File: config.mk
export PLATFORM = sky130hd
export DESIGN_NAME = ysyx_22040386_if_stage
export DESIGN_NICKNAME = d
export VERILOG_FILES = /design/src/rtl/ysyx_22040386_if_stage.sv
export SDC_FILE = /design/constraint.sdc
export NUM_CORES = 1
export LEC_CHECK = 0
export ABC_AREA = 1
export CAP_MARGIN = 40
export CORE_ASPECT_RATIO = 1.5
export CORE_MARGIN = 2
export CORE_UTILIZATION = 56
export CTS_BUF_LIST = sky130_fd_sc_hd__clkbuf_8
export DETAILED_ROUTE_END_ITERATION = 12
export PLACE_DENSITY = 0.89
export SYNTH_ARGS = -nofsm -noshare
export SYNTH_HDL_FRONTEND = slang
export SYNTH_SLANG_ARGS = --single-unit
File: constraint.sdc
create_clock -name i_IF_clk -period 25.6 [get_ports i_IF_clk]
set_clock_uncertainty 0.1 [all_clocks]
set_input_delay 6.4 -clock i_IF_clk [delete_from_list [all_inputs] [get_ports i_IF_clk]]
set_output_delay 6.4 -clock i_IF_clk [all_outputs]
set_load 0.005 [all_outputs]
File: src/rtl/ysyx_22040386_if_stage.sv
// Instruction-fetch stage: owns the PC, keeps a single fetch outstanding to instruction memory,
// and holds one fetched instruction for IF/ID. It presents a NOP bubble whenever that buffer is empty.
module ysyx_22040386_if_stage #(
    parameter logic [63:0] RESET_PC = 64'h8000_0000,
    parameter logic [31:0] NOP_INST = 32'h0000_0013
) (
    input  logic        i_IF_clk,
    input  logic        i_IF_rst,
    input  logic        i_IF_jump_flag,
    input  logic [63:0] i_IF_jump_pc,
    input  logic        i_IF_load_use_flag,
    output logic        o_IF_imem_req,
    output logic [63:0] o_IF_imem_addr,
    input  logic        i_IF_imem_ready,
    input  logic        i_IF_imem_rvalid,
    input  logic [31:0] i_IF_imem_rdata,
    output logic [31:0] o_IF_inst,
    output logic [63:0] o_IF_pc,
    output logic [4:0]  o_IF_reg_rd_addr1,
    output logic [4:0]  o_IF_reg_rd_addr2,
    output logic        o_IF_valid
);

    typedef enum logic [1:0] {
        IDLE = 2'd0,
        REQ  = 2'd1,
        WAIT = 2'd2
    } state_t;

    state_t      state;
    logic [63:0] pc_r;
    logic [63:0] fetch_pc;
    logic [63:0] buf_pc;
    logic [31:0] buf_inst;
    logic        buf_valid;
    logic        drop;

    logic        consume;
    logic        fire;
    logic [63:0] jump_target;

    assign jump_target = i_IF_jump_pc & ~64'h3;
    assign consume     = buf_valid && !i_IF_load_use_flag && !i_IF_jump_flag;

    // A new fetch may only start when the buffer is empty or drains this cycle.
    always_comb begin
        // NOTE: default first, so every path assigns the output and no latch is inferred.
        o_IF_imem_req = 1'b0;
        if (state == REQ) begin
            o_IF_imem_req = !i_IF_jump_flag && (!buf_valid || consume);
        end
    end

    assign fire           = o_IF_imem_req && i_IF_imem_ready;
    assign o_IF_imem_addr = pc_r;

    always_ff @(posedge i_IF_clk or posedge i_IF_rst) begin
        if (i_IF_rst) begin
            state     <= IDLE;
            pc_r      <= RESET_PC;
            fetch_pc  <= '0;
            buf_inst  <= NOP_INST;
            buf_pc    <= '0;
            buf_valid <= 1'b0;
            drop      <= 1'b0;
        end else begin
            // NOTE: non-blocking only; a later assignment in this block overrides an earlier one.
            if (consume) begin
                buf_valid <= 1'b0;
            end

            case (state)
                IDLE: begin
                    state <= REQ;
                end
                REQ: begin
                    if (fire) begin
                        fetch_pc <= pc_r;
                        pc_r     <= pc_r + 64'd4;
                        state    <= WAIT;
                    end
                end
                WAIT: begin
                    if (i_IF_imem_rvalid) begin
                        if (drop || i_IF_jump_flag) begin
                            drop <= 1'b0;
                        end else begin
                            buf_inst  <= i_IF_imem_rdata;
                            buf_pc    <= fetch_pc;
                            buf_valid <= 1'b1;
                        end
                        state <= REQ;
                    end else if (i_IF_jump_flag) begin
                        drop <= 1'b1;
                    end
                end
                default: begin
                    state <= IDLE;
                end
            endcase

            // The redirect comes last so it overrides both the PC increment and any buffer load.
            if (i_IF_jump_flag) begin
                pc_r      <= jump_target;
                buf_valid <= 1'b0;
            end
        end
    end

    assign o_IF_valid        = buf_valid;
    assign o_IF_inst         = buf_valid ? buf_inst : NOP_INST;
    assign o_IF_pc           = buf_valid ? buf_pc : 64'd0;
    assign o_IF_reg_rd_addr1 = o_IF_inst[19:15];
    assign o_IF_reg_rd_addr2 = o_IF_inst[24:20];

endmodule
==> results of run 1 <==
cells by family (layout without fill, tap and decap cells):
family	after synthesis	count (layout)	synth area share, %
fa+ha+maj	1	1	0.107
mux	57	57	5.47
other cells	1	6	0.0320
flops	222	222	47.4
compound gates	192	192	8.65
simple gates	736	736	26.3
buf+inv	324	592	11.5
xor+xnor	7	7	0.523
critical path, stage by stage:
cell                              delay [ns]
sky130_fd_sc_hd__buf_2                  0.10
sky130_fd_sc_hd__buf_4                  0.33
sky130_fd_sc_hd__a21oi_2                0.28
sky130_fd_sc_hd__nand2_1                0.07
sky130_fd_sc_hd__inv_1                  0.06
sky130_fd_sc_hd__clkdlybuf4s50_1        0.50
layout make-up:
type,count,share of cell area [%]
repair buffers,278,18.8
clock inverters,23,0.642
well taps,264,2.17
clock buffers,39,3.53
multi-input cells,997,31.9
inverters,252,6.27
flip-flops and latches,222,36.6
diodes,2,0.0329
final timing paths:
path / slack (ns) / endpoint / start / cells past startpoint
min: 0.38 / buf_inst[4] / buf_inst[4] / 2
max reg2reg: 22.66 / o_IF_imem_addr[50] / o_IF_valid / 7
min reg2reg: 0.38 / buf_inst[4] / buf_inst[4] / 2
max: 11.35 / o_IF_imem_req / i_IF_jump_flag / 6
max in group asynchronous: 17.79 / o_IF_imem_addr[31] / i_IF_rst / 5
min in group asynchronous: 6.12 / buf_inst[22] / i_IF_rst / 2
layer usage:
layer	track usage (%)	wire, um	up-vias
met5	0	0	-
met4	16.3	1850	0
met3	5.68	2830	130
met2	54.9	17700	540
met1	40.4	13600	5267
li1	-	-	5233
cells in the final DEF (no fill, tap or decap), types with 5 or more instances in the layout:
cell and n:
sky130_fd_sc_hd__buf_4 5, sky130_fd_sc_hd__inv_1 262, sky130_fd_sc_hd__nand3b_1 16, sky130_fd_sc_hd__nor2_2 8
sky130_fd_sc_hd__dfrtp_1 217, sky130_fd_sc_hd__xor2_1 6, sky130_fd_sc_hd__o21ai_1 20, sky130_fd_sc_hd__buf_16 5
sky130_fd_sc_hd__nand3_1 72, sky130_fd_sc_hd__nand2_2 9, sky130_fd_sc_hd__mux2_2 52, sky130_fd_sc_hd__clkdlybuf4s50_1 266
sky130_fd_sc_hd__nand4_1 8, sky130_fd_sc_hd__o21ai_0 121, sky130_fd_sc_hd__nor2_4 5, sky130_fd_sc_hd__o211ai_1 8
sky130_fd_sc_hd__clkbuf_8 39, sky130_fd_sc_hd__o21bai_1 7, sky130_fd_sc_hd__a21oi_1 32, sky130_fd_sc_hd__mux2_1 5
sky130_fd_sc_hd__nand2_1 440, sky130_fd_sc_hd__nor2_1 169
sequential cells by signal, summed over array words and instances (netlist names):
name            flops
o_IF_valid          1
buf_inst           32
state               2
buf_pc             62
o_IF_imem_addr     62
fetch_pc           62
drop                1
per-stage QoR:
step                      utilization, %  power [uW]  instances  hold slack (ns)
after CTS                           74.1        1140       2075            0.385
after global routing                74.2        1210       2077            0.402
after global placement              70.3         829       2007            0.361
after detailed placement            71.0         858       2013            0.371
final                               74.2        1140       2077            0.383
after floorplan                        -         722       1543            0.349
power by group through the flow:
stage	combinational, uW	clock [uW]	sequential (uW)
finish	298	280	563
global route	333	299	577
CTS	298	282	560
detailed placement	294	0	564
global placement	271	0	558
floorplan	182	0	540
==> metrics.log, run 1 <==
INFO  metric core-area = 20500 um^2
INFO  metric holdBufCountCts = 0
INFO  metric core.rowCount = 64
INFO  metric cts_tree = built
INFO  metric synth_area_per_cell = 7.62 um^2
INFO  metric post_synth_inst_count = 1540
INFO  metric n_fill_cell = 1509
INFO  metric ys.flop_type = sky130_fd_sc_hd__dfrtp_1
INFO  metric place_worst_setup_slack = 11.36 ns
INFO  metric first_global_vias = 10990
INFO  metric die_outline_width = 122 um
INFO  metric multi_input_comb_area = 4850 um^2
INFO  metric setup_tns = 0 ns
INFO  metric vdd_drop_max = 54.9 uV
INFO  metric synth_async_sr_flop_share = 100%
INFO  metric post_cts_resize_count = 0
INFO  metric criticalPathCategory = in -> out
INFO  metric setup.worst_path.end_class = output pin
INFO  metric final_critical_path_setup_slack = 11.35 ns
INFO  metric timing.critical_path.from_type = input port
INFO  metric cell_internal_pwr = 758 uW
INFO  metric die-area = 22100 um^2
INFO  metric netlist_area_pre_place = 11700 um^2
INFO  metric source_to_sink_clock_delay_at_the_later_pin_of_the_worst_skew_pair = 0.54 ns
INFO  metric hold_path_class = reg -> reg
INFO  metric switching_power = 383 uW
INFO  metric maxCapViolCount = 0
INFO  metric start_util = 57.2%
INFO  metric setup_viol = 0
INFO  metric timing.critical_path.arrival = 7.75 ns
INFO  metric place_congestion = 0.960
INFO  metric grt_pass1_wl = 56800 um
INFO  metric yosys.area.top_type_share = 46.5%
INFO  metric route.final.wire_length = 35900 um
INFO  metric netlist_top_cells_area = sky130_fd_sc_hd__dfrtp_1 47%, sky130_fd_sc_hd__nand2_1 14%, sky130_fd_sc_hd__inv_1 7.8%
INFO  metric layout-area-overhead-vs-synth = 29.6%
INFO  metric post_dp_cell_area = 14600 um^2
INFO  metric detailedPlacementHpwl = 26100 um
INFO  metric synth_most_common_cell = sky130_fd_sc_hd__nand2_1
INFO  metric synth-seq-cells = 222
INFO  metric result_of_the_run = complete, no violations
INFO  metric dieHeight = 181 um
INFO  metric required = 19.10 ns
INFO  metric htree_num_levels = 2
INFO  metric power.switching_fraction = 33.6%
INFO  metric p_comb_share = 26.1%
INFO  metric grt_max_degree = 120
INFO  metric synth_common_cells = 440 x sky130_fd_sc_hd__nand2_1, 244 x sky130_fd_sc_hd__inv_1, 218 x sky130_fd_sc_hd__dfrtp_1, 169 x sky130_fd_sc_hd__nor2_1, 121 x sky130_fd_sc_hd__o21ai_0
INFO  metric power_frac_seq = 49.3%
INFO  metric powerDensity = 75.1 nW/um^2
INFO  metric regArea = 5560 um^2
INFO  metric antenna_found_initial = 2
INFO  metric postRouteAntennaNets = 0
INFO  metric numPortBuffers = 267
INFO  metric design.final.nets = 1889
INFO  metric yosysWarnings = 0
INFO  metric drc = 0
INFO  metric cts_post_setup_buffers_inserted = 0
INFO  metric clock_buffer_count_from_cts = 35
INFO  metric final-hold-violation-count = 0
INFO  metric route.vias.total = 11170
INFO  metric yosys.cell_types.count = 38
INFO  metric clock_transition_at_path_regs = 0.06 ns
INFO  metric final_layout_size_suffix_gt1_share = 8.23%
INFO  metric layout.cell_area.non_filler = 15200 um^2
INFO  metric finalCritPeriodShare = 55.7%
INFO  metric vias_per_cell = 5.38
INFO  metric maxSlewHeadroom = 49.0%
INFO  metric gr-total-overflow = 0
INFO  metric clock_sinks = 222
INFO  metric leakage_power_figure = 0.00787 uW
INFO  metric detail_route.wl_per_cell = 17.3 um
INFO  metric drtPass1Iterations = 7
INFO  metric crit_fanout = 66
INFO  metric final_max_slew_viols = 0
INFO  metric clockPowerShare = 24.6%
INFO  metric grt_setup_unrepaired = no
INFO  metric max_slew.worst_pin.slew = 0.765 ns
INFO  metric detailedRoute.firstIterationViolations = 893
INFO  metric cts.path.max_buffers = 3
INFO  metric synth-edff-count = 0
INFO  metric num_io_pins = 274
INFO  metric sequential_to_total_area_share_from_yosys_stat = 47.4%
INFO  metric track_usage = 32.8%
INFO  metric synth_largest_area_cell = sky130_fd_sc_hd__dfrtp_1
INFO  metric root_buffer = sky130_fd_sc_hd__clkbuf_8
INFO  metric clock.fmax = 0.0702 GHz
INFO  metric time_the_worst_path_needs_with_i_o_delays_and_setup = 14.25 ns
No activity file was read; power rests on OpenSTA's default activity.
==> run 2, diff against run 1 <==
- CORE_UTILIZATION: 56 -> 52
- PLACE_DENSITY: 0.89 -> 0.84
- clock period: 25.6 -> 13.75 ns (I/O delays scaled with it)
==> run 2 against run 1 <==
  * Sequential power up 85%
  * Hold slack worse by 0.011 ns
  * Cell count up 0.43%
  * Highest routed layer unchanged
  * Clock-buffer cell count up 7
  * Core utilization down 5.4 points
  * Largest cell class unchanged
  * Sequential share of layout area down 0.19 points
  * Flip-flop and latch count unchanged
==> metrics.log, run 2 (same netlist as run 1, synthesis figures left out) <==
INFO  metric required = 10.21 ns
INFO  metric vias_per_cell = 5.23
INFO  metric postRouteAntennaNets = 0
INFO  metric regArea = 5560 um^2
INFO  metric post-route-util = 68.8%
INFO  metric core.rowCount = 67
INFO  metric root_buffer = sky130_fd_sc_hd__clkbuf_8
INFO  metric num_io_pins = 274
INFO  metric route.vias.total = 10914
INFO  metric timing.critical_path.from_type = input port
INFO  metric setup.worst_path.end_class = output pin
INFO  metric cell_with_the_largest_stage_delay_on_the_worst_path = sky130_fd_sc_hd__clkdlybuf4s50_1
INFO  metric numPortBuffers = 267
INFO  metric max_slew.worst_pin.slew = 0.957 ns
INFO  metric dieHeight = 188 um
INFO  metric time_the_worst_path_needs_with_i_o_delays_and_setup = 8.32 ns
INFO  metric design.final.nets = 1887
INFO  metric criticalPathCategory = in -> out
INFO  metric setup_viol = 0
INFO  metric final_max_slew_viols = 0
INFO  metric layout-area-overhead-vs-synth = 30.2%
INFO  metric detail_route.wl_per_cell = 16.5 um
INFO  metric cts.path.max_buffers = 3
INFO  metric gr-total-overflow = 0
INFO  metric maxSlewHeadroom = 36.2%
INFO  metric path_cells = buf_2 -> buf_4 -> a21oi_2 -> nand2_1 -> inv_1 -> clkdlybuf4s50_1
INFO  metric maxCapViolCount = 0
INFO  metric finalCritPeriodShare = 60.5%
INFO  metric startpoint = i_IF_jump_flag
INFO  metric clock_buffer_count_from_cts = 35
INFO  metric vdd_drop_max = 99.7 uV
INFO  metric cp_top_family = buffers and inverters
INFO  metric route.final.wire_length = 34500 um
INFO  metric grt_max_degree = 93
INFO  metric cts_post_setup_buffers_inserted = 0
INFO  metric hold_path_class = reg -> reg
INFO  metric grt_setup_unrepaired = no
INFO  metric final-hold-violation-count = 0
INFO  metric grt_pass1_wl = 54900 um
INFO  metric die_outline_width = 127 um
INFO  metric core-area = 22200 um^2
INFO  metric post_cts_resize_count = 0
INFO  metric crit_fanout = 66
INFO  metric result_of_the_run = complete, no violations
INFO  metric critPathMaxStageDelay = 0.49 ns
INFO  metric start_util = 52.8%
INFO  metric final_layout_size_suffix_gt1_share = 8.63%
INFO  metric mostFrequentLayoutCell = sky130_fd_sc_hd__nand2_1
INFO  metric clock_sinks = 222
INFO  metric source_to_sink_clock_delay_at_the_later_pin_of_the_worst_skew_pair = 0.53 ns
INFO  metric holdBufCountCts = 0
INFO  metric first_global_vias = 10673
INFO  metric n_fill_cell = 1745
INFO  metric die-area = 23800 um^2
INFO  metric track_usage = 28.8%
INFO  metric antenna_found_initial = 2
INFO  metric drtPass1Iterations = 6
INFO  metric detailedPlacementHpwl = 25400 um
INFO  metric multi_input_comb_area = 4850 um^2
INFO  metric detailedRoute.firstIterationViolations = 747
INFO  metric clock.fmax = 0.120 GHz
INFO  metric place_congestion = 0.995
INFO  metric htree_num_levels = 2
INFO  metric setup_tns = 0 ns
INFO  metric layout.cell_area.non_filler = 15300 um^2
INFO  metric cts_tree = built
INFO  metric clock_transition_at_path_regs = 0.06 ns
INFO  metric leakage_power_figure = 0.00786 uW
INFO  metric post_dp_cell_area = 14500 um^2
INFO  metric timing.critical_path.arrival = 4.79 ns
INFO  metric powerDensity = 143 nW/um^2
INFO  metric critical_path_buf_inv_count = 4
INFO  metric hold_path_startpoint = buf_inst[1]
INFO  metric mostFrequentLayoutCells = 440 x sky130_fd_sc_hd__nand2_1, 266 x sky130_fd_sc_hd__clkdlybuf4s50_1, 251 x sky130_fd_sc_hd__inv_1, 217 x sky130_fd_sc_hd__dfrtp_1, 169 x sky130_fd_sc_hd__nor2_1
INFO  metric drc = 0
INFO  metric rr_startpoint = o_IF_valid
## run 2: changes by cell type in the layout (fill, tap and decap cells not counted), sizes merged
cell    before  now
buf         12   10
bufinv       0    2
clkbuf      39   46
diode        2    3
inv        268  257
## run 2: worst paths after layout
path / endpoint / slack, ns / depth (start not counted)
worst max-delay path: o_IF_imem_req / 5.43 / 6
worst min-delay path: buf_inst[1] / 0.37 / 2
worst max register to register: o_IF_imem_addr[48] / 10.81 / 6
worst min register to register: buf_inst[1] / 0.37 / 2
max in group asynchronous: fetch_pc[61] / 8.60 / 4
min in group asynchronous: o_IF_imem_addr[6] / 3.28 / 2
## run 2: final cells by class
| class | instances | share of cell area, % |
|---|---|---|
| multi-input combinational | 997 | 31.8 |
| inverter | 252 | 6.24 |
| timing repair buffer | 276 | 18.4 |
| tap | 276 | 2.26 |
| sequential | 222 | 36.4 |
| clock inverter | 14 | 0.762 |
| clock buffer | 46 | 4.14 |
| antenna | 3 | 0.0491 |
## run 2: layer usage
layer  vias to the layer above  part of all wire (%)  track usage [%]
met1                      5064                    38             36.2
met5                         -                     0                0
met2                       506                    49             48.1
met4                         0                   5.4             14.8
met3                       111                   7.5             3.88
li1                       5233                     -                -
## run 2: worst reg2reg max path, stage by stage (launching register included)
cell and delay, ns:
sky130_fd_sc_hd__dfrtp_4 0.66, sky130_fd_sc_hd__a21oi_2 0.27, sky130_fd_sc_hd__nand3_4 0.52, sky130_fd_sc_hd__buf_4 0.62
sky130_fd_sc_hd__nor2_1 0.46, sky130_fd_sc_hd__nand4_1 0.14, sky130_fd_sc_hd__nand3b_1 0.12
## run 2: power breakdown
part | internal, uW | total, uW | leakage, uW | switching [uW]
Sequential | 889 | 1040 | 0.00275 | 153
Clock | 337 | 603 | 0.000414 | 266
Combinational | 259 | 546 | 0.00470 | 287
Total | 1490 | 2190 | 0.00786 | 705
## run 2: per-stage QoR
stage	hold WS [ns]	setup WS [ns]	total power, uW	std cells
detailed placement	0.367	5.42	1590	2023
finish	0.372	5.43	2190	2086
global placement	0.360	5.44	1550	2019
floorplan	0.349	4.14	1340	1543
global route	0.406	5.33	2320	2085
CTS	0.376	5.42	2200	2083
==> run 3, diff against run 2 <==
- clock period: 13.75 -> 7.7 ns (I/O delays scaled with it)
==> run 3 against run 2 <==
  * Core utilization fell by 0.068 points
  * Die area did not move
  * Sequential share of layout area hardly changed
  * Largest power group unchanged
==> metrics.log, run 3 (same netlist as run 1, synthesis figures left out) <==
INFO  metric result_of_the_run = complete, no violations
INFO  metric timing.critical_path.arrival = 3.25 ns
INFO  metric time_the_worst_path_needs_with_i_o_delays_and_setup = 5.27 ns
INFO  metric crit_fanout = 66
INFO  metric critPathMaxStageDelay = 0.50 ns
INFO  metric clock_transition_at_path_regs = 0.07 ns
INFO  metric cp_top_family = buffers and inverters
INFO  metric start_util = 52.8%
INFO  metric vias_per_cell = 5.24
INFO  metric max_slew.worst_pin.slew = 0.961 ns
INFO  metric final_layout_size_suffix_gt1_share = 8.52%
INFO  metric maxCapViolCount = 0
INFO  metric clock.fmax = 0.190 GHz
INFO  metric num_io_pins = 274
INFO  metric antenna_found_initial = 2
INFO  metric detail_route.wl_per_cell = 16.7 um
INFO  metric timing.critical_path.from_type = input port
INFO  metric core-area = 22200 um^2
INFO  metric detailedPlacementHpwl = 25700 um
INFO  metric htree_num_levels = 2
INFO  metric post-route-util = 68.7%
INFO  metric critical_path_buf_inv_count = 4
INFO  metric cts_post_setup_buffers_inserted = 0
INFO  metric holdBufCountCts = 0
INFO  metric drtPass1Iterations = 7
INFO  metric mostFrequentLayoutCells = 440 x sky130_fd_sc_hd__nand2_1, 266 x sky130_fd_sc_hd__clkdlybuf4s50_1, 254 x sky130_fd_sc_hd__inv_1, 217 x sky130_fd_sc_hd__dfrtp_1, 169 x sky130_fd_sc_hd__nor2_1
INFO  metric layout.cell_area.non_filler = 15300 um^2
INFO  metric route.vias.total = 10932
INFO  metric die-area = 23800 um^2
INFO  metric drc = 0
INFO  metric powerDensity = 254 nW/um^2
INFO  metric criticalPathCategory = in -> out
INFO  metric final_max_slew_viols = 0
INFO  metric setup.worst_path.end_class = output pin
INFO  metric gr-total-overflow = 0
INFO  metric route.final.wire_length = 34900 um
INFO  metric post_dp_cell_area = 14600 um^2
INFO  metric track_usage = 28.9%
INFO  metric numPortBuffers = 267
INFO  metric final_critical_path_setup_slack = 2.43 ns
INFO  metric design.final.nets = 1888
INFO  metric grt_max_degree = 183
INFO  metric clock_sinks = 222
INFO  metric setup_tns = 0 ns
INFO  metric leakage_power_figure = 0.00786 uW
INFO  metric source_to_sink_clock_delay_at_the_later_pin_of_the_worst_skew_pair = 0.55 ns
INFO  metric vdd_drop_max = 192 uV
INFO  metric place_worst_setup_slack = 2.40 ns
INFO  metric cell_with_the_largest_stage_delay_on_the_worst_path = sky130_fd_sc_hd__clkdlybuf4s50_1
INFO  metric post_cts_resize_count = 0
INFO  metric required = 5.68 ns
INFO  metric dieHeight = 188 um
INFO  metric path_cells = buf_2 -> buf_4 -> a21oi_2 -> nand2_1 -> inv_1 -> clkdlybuf4s50_1
INFO  metric first_global_vias = 10825
INFO  metric setup_viol = 0
INFO  metric detailedRoute.firstIterationViolations = 802
INFO  metric cts_tree = built
INFO  metric grt_pass1_wl = 55100 um
INFO  metric clock_buffer_count_from_cts = 35
INFO  metric layout-area-overhead-vs-synth = 30.1%
INFO  metric final-hold-violation-count = 0
INFO  metric n_fill_cell = 1773
INFO  metric grt_setup_unrepaired = no
INFO  metric hold_path_class = reg -> reg
INFO  metric core.rowCount = 67
INFO  metric finalCritPeriodShare = 68.5%
INFO  metric postRouteAntennaNets = 0
INFO  metric root_buffer = sky130_fd_sc_hd__clkbuf_8
INFO  metric die_outline_width = 127 um
INFO  metric mostFrequentLayoutCell = sky130_fd_sc_hd__nand2_1
INFO  metric maxSlewHeadroom = 35.9%
INFO  metric cts.path.max_buffers = 3
INFO  metric hold-worst-slack = 0.377 ns
INFO  metric place_congestion = 0.984
==> run 3: cell types whose count changed in the layout (fill, tap and decap cells not counted), sizes merged <==
cell | previous run | this run
buf | 10 | 11
bufinv | 2 | 1
clkbuf | 46 | 44
clkinv | 6 | 5
diode | 3 | 1
inv | 257 | 261
==> run 3: final timing paths <==
check	slack (ns)	start	depth (start not counted)	to
worst max-delay path	2.43	i_IF_jump_flag	6	o_IF_imem_req
worst min-delay path	0.38	buf_inst[0]	2	buf_inst[0]
worst max register to register	4.76	o_IF_valid	7	o_IF_imem_addr[49]
worst min register to register	0.38	buf_inst[0]	2	buf_inst[0]
max in group asynchronous	4.39	i_IF_rst	4	o_IF_imem_addr[21]
min in group asynchronous	1.59	i_IF_rst	2	buf_pc[10]
==> run 3: metal layers <==
metal / GRT usage (%) / vias to the layer above / wire, um
met1: 35.0 / 5122 / 13400
li1: - / 5224 / -
met3: 4.91 / 116 / 2590
met5: 0 / - / 10
met4: 16.2 / 2 / 2000
met2: 48.5 / 468 / 16900
==> run 3: stage by stage <==
stage | instances | total power (uW)
5_1_grt | 2085 | 4110
2_1_floorplan | 1543 | 2400
3_3_place_gp | 2019 | 2760
3_5_place_dp | 2024 | 2850
4_1_cts | 2084 | 3900
6_report | 2085 | 3880
==> run 3: worst reg2reg max path, cell delays in order (launching register included) <==
cell                       delay [ns]
sky130_fd_sc_hd__dfrtp_4         0.67
sky130_fd_sc_hd__a21oi_2         0.27
sky130_fd_sc_hd__nand3_4         0.50
sky130_fd_sc_hd__buf_4           0.50
sky130_fd_sc_hd__buf_16          0.26
sky130_fd_sc_hd__nor2_1          0.33
sky130_fd_sc_hd__nand4_1         0.13
sky130_fd_sc_hd__nand3b_1        0.11
==> run 3: layout make-up <==
type,count,area (um^2),area share (%)
sequential,222,5560,36.5
clock inverter,16,105,0.689
timing repair buffer,277,2840,18.6
clock buffer,44,606,3.97
inverter,252,950,6.22
tap,276,345,2.26
antenna,1,2.50,0.0164
multi-input combinational,997,4850,31.8
==> run 3: power breakdown <==
part / switching, uW / internal, uW / total (uW)
Clock: 478 / 552 / 1030
Sequential: 277 / 1590 / 1860
Combinational: 519 / 467 / 986
Total: 1270 / 2610 / 3880
